[config.mk]
export PLATFORM = sky130hd
export DESIGN_NAME = ram_dma
export DESIGN_NICKNAME = d
export VERILOG_FILES = /design/src/rtl/ram_dma.sv
export SDC_FILE = /design/constraint.sdc
export NUM_CORES = 1
export LEC_CHECK = 0
export ABC_CLOCK_PERIOD_IN_PS = 3550
export CORE_MARGIN = 2
export CORE_UTILIZATION = 40
export DETAILED_ROUTE_END_ITERATION = 8
export PLACE_DENSITY = 0.84
export SYNTH_ARGS = -nofsm -noshare
export SYNTH_HDL_FRONTEND = slang
export SYNTH_SLANG_ARGS = --single-unit
[constraint.sdc]
create_clock -name clock -period 3.55 [get_ports clock]
set_input_delay 0.8875 -clock clock [delete_from_list [all_inputs] [get_ports clock]]
set_output_delay 0.8875 -clock clock [all_outputs]
set_load 0.02 [all_outputs]
[src/rtl/ram_dma.sv]
// Block-copy engine: reads a run of RAM words and writes them back at another base, one word per cycle.
// Define DMA_OVERLAP_EN to copy descending when dst lies inside (src, src+length), so overlapping moves stay exact.
module ram_dma #(
  parameter int DATA_WIDTH = 32,
  parameter int ADDR_WIDTH = 6
) (
  input  logic                  clock,
  input  logic                  reset,
  input  logic                  start,
  input  logic [ADDR_WIDTH-1:0] src_addr,
  input  logic [ADDR_WIDTH-1:0] dst_addr,
  input  logic [ADDR_WIDTH:0]   length,
  output logic                  busy,
  output logic                  done,
  output logic [ADDR_WIDTH-1:0] ram_read_addr,
  input  logic [DATA_WIDTH-1:0] ram_out,
  output logic [ADDR_WIDTH-1:0] ram_write_addr,
  output logic [DATA_WIDTH-1:0] ram_data,
  output logic                  ram_we
);
  typedef enum logic [1:0] {IDLE, RUN, DRAIN, DONE} state_e;

  localparam logic [ADDR_WIDTH:0] MAX_LEN = {1'b1, {ADDR_WIDTH{1'b0}}};
  localparam logic [ADDR_WIDTH:0] ONE     = {{ADDR_WIDTH{1'b0}}, 1'b1};

  state_e                state_q, state_d;
  logic [ADDR_WIDTH-1:0] rd_ptr_q, rd_ptr_d;
  logic [ADDR_WIDTH-1:0] wr_ptr_q, wr_ptr_d;
  logic [ADDR_WIDTH:0]   count_q, count_d;
  logic                  desc_q, desc_d;
  logic [ADDR_WIDTH-1:0] ram_write_addr_q, ram_write_addr_d;
  logic [DATA_WIDTH-1:0] ram_data_q, ram_data_d;
  logic                  ram_we_q, ram_we_d;

  logic [ADDR_WIDTH:0]   len_sat;
  logic [ADDR_WIDTH-1:0] len_m1;
  logic [ADDR_WIDTH-1:0] step;
  logic                  ovl;

  always_comb begin
    len_sat = (length > MAX_LEN) ? MAX_LEN : length;
    len_m1  = ADDR_WIDTH'(len_sat - ONE);
    step    = desc_q ? {ADDR_WIDTH{1'b1}} : {{(ADDR_WIDTH-1){1'b0}}, 1'b1};
  end

`ifdef DMA_OVERLAP_EN
  // Unsigned, non-wrapping distance; only a forward overlap needs the descending walk.
  logic [ADDR_WIDTH:0] gap;
  always_comb begin
    gap = {1'b0, dst_addr} - {1'b0, src_addr};
    ovl = (dst_addr > src_addr) && (gap < len_sat);
  end
`else
  assign ovl = 1'b0;
`endif

  always_ff @(posedge clock) begin
    if (reset) begin
      state_q          <= IDLE;
      rd_ptr_q         <= '0;
      wr_ptr_q         <= '0;
      count_q          <= '0;
      desc_q           <= 1'b0;
      ram_write_addr_q <= '0;
      ram_data_q       <= '0;
      ram_we_q         <= 1'b0;
    end else begin
      state_q          <= state_d;
      rd_ptr_q         <= rd_ptr_d;
      wr_ptr_q         <= wr_ptr_d;
      count_q          <= count_d;
      desc_q           <= desc_d;
      ram_write_addr_q <= ram_write_addr_d;
      ram_data_q       <= ram_data_d;
      ram_we_q         <= ram_we_d;
    end
  end

  always_comb begin
    state_d = state_q;
    case (state_q)
      IDLE:    if (start) state_d = (len_sat == '0) ? DONE : RUN;
      RUN:     if (count_q == ONE) state_d = DRAIN;
      DRAIN:   state_d = DONE;
      DONE:    state_d = IDLE;
      default: state_d = IDLE;
    endcase
  end

  // Datapath: the read pointer doubles as the registered read address.
  always_comb begin
    rd_ptr_d         = rd_ptr_q;
    wr_ptr_d         = wr_ptr_q;
    count_d          = count_q;
    desc_d           = desc_q;
    ram_write_addr_d = ram_write_addr_q;
    ram_data_d       = ram_data_q;
    ram_we_d         = 1'b0;
    case (state_q)
      IDLE: if (start && len_sat != '0) begin
        rd_ptr_d = ovl ? src_addr + len_m1 : src_addr;
        wr_ptr_d = ovl ? dst_addr + len_m1 : dst_addr;
        count_d  = len_sat;
        desc_d   = ovl;
      end
      RUN: begin
        ram_data_d       = ram_out;
        ram_write_addr_d = wr_ptr_q;
        ram_we_d         = 1'b1;
        rd_ptr_d         = rd_ptr_q + step;
        wr_ptr_d         = wr_ptr_q + step;
        count_d          = count_q - ONE;
      end
      default: ;
    endcase
  end

  always_comb begin
    busy           = (state_q == RUN) || (state_q == DRAIN);
    done           = (state_q == DONE);
    ram_read_addr  = rd_ptr_q;
    ram_write_addr = ram_write_addr_q;
    ram_data       = ram_data_q;
    ram_we         = ram_we_q;
  end
endmodule

Word-level counts from Yosys, hierarchy flattened
Index checks and enable logic that the tools add are counted.
{"block": "classes", "magnitude_cmp": 1, "muxes": 12, "add_sub_neg": 3, "n_reduce_logical": 8, "eq_ne": 7}
{"cell": "6-bit one-hot mux with 2 select lines", "count": 2}
{"cell": "7-bit two-way mux", "count": 2}
{"cell": "7-bit one-hot mux with 2 select lines", "count": 1}
{"cell": "6-bit by 1-bit adder with 6-bit output, second input constant", "count": 2}
{"cell": "6-bit two-way mux", "count": 2}
{"cell": "2-bit one-hot mux with 4 select lines", "count": 1}
{"cell": "7-bit by 1-bit equality test with 1-bit output, second input constant", "count": 1}
{"cell": "7-bit > comparator, second input constant", "count": 1}
{"cell": "7-bit zero test", "count": 1}
{"cell": "7-bit nonzero test", "count": 1}
{"cell": "7-bit by 1-bit subtractor with 7-bit output, second input constant", "count": 1}
{"cell": "2-bit two-way mux", "count": 3}
{"cell": "2-bit inequality test, second input constant", "count": 3}
{"cell": "2-bit equality test, second input constant", "count": 2}
{"cell": "2-bit AND reduction", "count": 2}
{"cell": "2-bit by 1-bit equality test with 1-bit output, second input constant", "count": 1}
{"cell": "2-bit zero test", "count": 1}
{"cell": "2-bit nonzero test", "count": 1}
{"cell": "1-bit logical AND", "count": 1}
{"cell": "1-bit logical OR", "count": 1}
{"cell": "1-bit two-way mux", "count": 1}
{"block": "word_totals", "out_inout_bits": 47, "inputBits": 54, "wordCells": 38, "register_bits": 60}

Logic depth before layout (Yosys ltp)
{"block": "depth", "ltp_word": 6, "mapped_depth": 8, "depth_no_buf": 6}

Worst setup path after synthesis
No wires, ideal clock.
{"block": "synth_timing", "path_kind": "input to register", "from": "input port length[3]", "to": "register rd_ptr_q[5], in the netlist ram_read_addr[5]", "setup_slack_ps": 1289, "setup_ps": 134, "arrival_ps": 2127, "path_stages": 5, "n_path_buf": 1, "cell_sequence": "or4_4 > o211a_4 > buf_6 > o2111ai_2 > a31oi_1"}
{"block": "synth_between", "elab_chain_cells": 6}
{"item": "start, declared", "line_no": "12", "rtl": "input logic [ADDR_WIDTH:0] length,"}
{"item": "7-bit > comparator", "line_no": "41", "rtl": "len_sat = (length > MAX_LEN) ? MAX_LEN : length;"}
{"item": "7-bit two-way mux *", "line_no": "41"}
{"item": "7-bit nonzero test *", "line_no": "100", "rtl": "IDLE: if (start && len_sat != '0) begin"}
{"item": "1-bit logical AND *", "line_no": "100"}
{"item": "2-bit inequality test (no source line) *"}
{"item": "2-bit AND reduction (no source line) *"}
{"item": "end signal, assigned", "line_no": "69", "rtl": "rd_ptr_q <= rd_ptr_d;"}
{"item": "end, declared", "line_no": "27", "rtl": "logic [ADDR_WIDTH-1:0] rd_ptr_q, rd_ptr_d;"}
Every way passes the cells marked *; elsewhere a longest branch is shown, timed or not.
A chain may end at the register's enable or synchronous reset.

Worst setup path after layout
{"block": "layout_timing", "from": "register state_q[0]", "to": "output port busy"}
{"block": "layout_between", "elab_chain_cells": 2, "word_cells_on_any_way": 3, "cone_classes": "2 x eq/ne; 1 x reduce/logical"}
{"item": "start, declared", "line_no": "26", "rtl": "state_e state_q, state_d;"}
{"item": "start signal, assigned", "line_no": "68", "rtl": "state_q <= state_d;"}
{"item": "2-bit by 1-bit equality test with 1-bit output or 2-bit equality test (tied branches)", "line_no": "119", "rtl": "busy = (state_q == RUN) || (state_q == DRAIN);"}
{"item": "1-bit logical OR *", "line_no": "119"}
{"item": "end, declared", "line_no": "13", "rtl": "output logic busy,"}
Marked as above.

==> results.tsv <==
metric	value	unit
status	completed	
Clk pwr share	0.187	
minimum clock period	2.62	ns
max cap viols	0	
IO Pins	101	
final routed DRC violation total	0	
final worst setup slack	0.932	ns
Worst R2R Path Depth	8	
setup repair bufs after CTS	0	
Syn Inst Count	294	
Layout Nets	453	
first drt pass iteration count	4	
DIE AREA	0.00772	mm²
overall power	3.25	mW
RSZ-0062 raised after global routing	no	
routed wire length	7380	µm
crit-path cells	inv_1 > ha_1 > clkdlybuf4s50_1	
cts bufs inserted	9	
CTS tree	yes	
GRT Overall Usage	0.204	
Worst Hold End	count_q[5]	
vias in the first global route	2618	
Peak VDD IR	445	µV
Internal	1.95	mW
R2R setup slack	1.04	ns
Post-CTS Hold Buffers	0	
CP required	2.66	ns
final core occ	0.599	
Seq pwr share	0.316	
Hold Violations, Final	0	
Reg-to-Reg End	wr_ptr_q[0]	
CP arrival	1.73	ns
Routed WL per cell	15.0	µm
reg2reg start	state_q[1]	
final slew viol count	0	
layout cells sized above 1	0.0861	
clock skew	0.0111	ns
Combinational Power Share	0.497	
Net Sw Power	1.30	mW
Synth top area share	0.427	
mapped cell area	0.00281	mm²
Worst path slowest cell	clkdlybuf4s50_1	
LEAKAGE	1.50	nW
Yosys top cell by area	dfxtp_1	
top post-synthesis cells by count	dfxtp_1, nor2_1, mux2i_1, a21oi_1	
sw frac	0.400	
final setup TNS	0	ns
Worst-Margin Slew	0.800	ns
Worst Path Buf+Inv	2	
Setup WS pre-CTS	0.742	ns
remaining global-route overflow	0	
Die Wd	87.9	µm
sequential share of the synthesized area	0.427	
initial antenna violation count	0	
root buf cell	clkbuf_8	
# diodes	0	
Main synth FF type	dfxtp_1	
hold wc startpoint	count_q[5]	
Routed Antenna Nets	0	
post-synth net total	357	
Layout Cells excl Fill	491	
library cells used by synthesis	51	
number of synthesized register bits	60	
relative slew slack	0.462	
Power Density	798	mW/mm²
pin count of the biggest net entering global routing	56	
grt met3 use	0.0594	
CTS Sinks	60	
GR peak layer	met2	
GPL Wtd Cong	0.832	
std cell rows	30	
Yosys warning count	0	
CP Class	register to primary output	
first-pass GRT wire length	12400	µm
setup violators final	0	
clock-pin slew on the worst setup and hold paths	0.07	ns
CP max stage delay	0.60	ns
Synth Area per Inst	9.57	µm²
CP Launch Type	register	
initial DRC count	325	
via count	2620	
Post-synth EDFFs	0	
most common cell in the netlist	dfxtp_1	
H-tree depth	3	
hold depth	2	
post-synthesis async set-or-reset flop share	0	
synth top area cells	dfxtp_1, mux2i_1, nor2_1, ha_1, a21oi_1	
die height	87.9	µm
Initial Util	0.414	
Clk Latency, worst-skew pair	0.34	ns
Core ar.	0.00679	mm²
cell family with most CP delay	buffers and inverters	
worst-path maximum fanout	4	
Vias/cell	5.34	
CTS resizes	0	
CTS Buffer Depth	2	
highest clock rate	0.382	GHz
dpl cells	475	
area grow syn2layout	44.7	%
port bufs	100	
HP Class	register to register	
GR Util met1	0.249	
crit path capture type	primary output	
met2 Use GR	0.336	
Final Cycle Share	0.737	
Final HPWL DP	5120	µm
[stage by stage]
step	hold slack, ns	cell area, µm²
6_report	0.481	4070
5_1_grt	0.505	4070
4_1_cts	0.480	4070
3_5_place_dp	0.467	3870
3_3_place_gp	0.455	3870
2_1_floorplan	0.440	2810
[cell families (layout without fill, tap and decap cells)]
family | count (synthesis) | count (layout) | synth area share
compound gates | 63 | 63 | 0.187
xor+xnor | 3 | 3 | 0.00934
fa+ha+maj | 9 | 9 | 0.0400
buf+inv | 30 | 131 | 0.0454
flops | 60 | 60 | 0.427
mux | 41 | 41 | 0.146
simple gates | 88 | 88 | 0.145
[flip-flops by register name, indices dropped and copies added (netlist names)]
register	count
ram_data	32
count_q	7
state_q	2
ram_write_addr	6
ram_we	1
ram_read_addr	6
wr_ptr_q	6
[worst max path at each step]
stage / startpoint / to / slack (ns) / cells after the start
floorplan: length[3] / ram_read_addr[5] / 1.29 / 5
global placement: length[3] / wr_ptr_q[5] / 0.76 / 5
detailed placement: length[3] / wr_ptr_q[5] / 0.74 / 5
CTS: state_q[0] / busy / 0.91 / 3
global route: state_q[0] / busy / 0.83 / 3
finish: state_q[0] / busy / 0.93 / 3
[metal layers]
metal  wire length (µm)  part of all wire
met1               3100              0.42
met3                585             0.079
met4                151             0.020
met2               3540              0.48
met5                  0                 0
[cell type report]
class                      count  area, µm²
fill                         595       2730
clock buffer                  12        145
sequential                    60       1200
multi-input combinational    204       1490
inverter                      11       41.3
tap                           96        120
clock inverter                 4       48.8
timing repair buffer         104       1030
[layout by cell type (no fill, tap or decap), drive strengths merged, types with 2 or more instances in the layout]
cell	n
a221oi	4
a211oi	5
o22ai	5
a2bb2oi	2
xor2	3
nor4	2
o2111ai	2
inv	10
nand2	12
nand3	4
nor2	49
o21ai	2
o31ai	2
dfxtp	60
a21oi	15
a31oi	4
o32ai	5
nor3	8
nand2b	3
mux2i	41
nor3b	2
a32o	3
clkbuf	12
buf	5
clkinv	4
nor2b	3
ha	9
a22oi	5
clkdlybuf4s50	99
[power by group through the flow]
stage | clock network (mW) | registers [mW] | logic (mW)
final | 0.607 | 1.03 | 1.61
after global routing | 0.657 | 1.05 | 1.75
after CTS | 0.626 | 1.02 | 1.62
after detailed placement | 0 | 1.03 | 1.61
after global placement | 0 | 1.02 | 1.57
after floorplan | 0 | 1.15 | 0.973
[worst reg2reg max path: stages, from the launching register on]
cell and delay, ns:
dfxtp_1 0.34, inv_1 0.11, ha_2 0.57, inv_1 0.09
buf_4 0.23, nor2_1 0.46, buf_4 0.27, o22ai_1 0.09
a221oi_2 0.28
(Power assumes the default switching activity.)
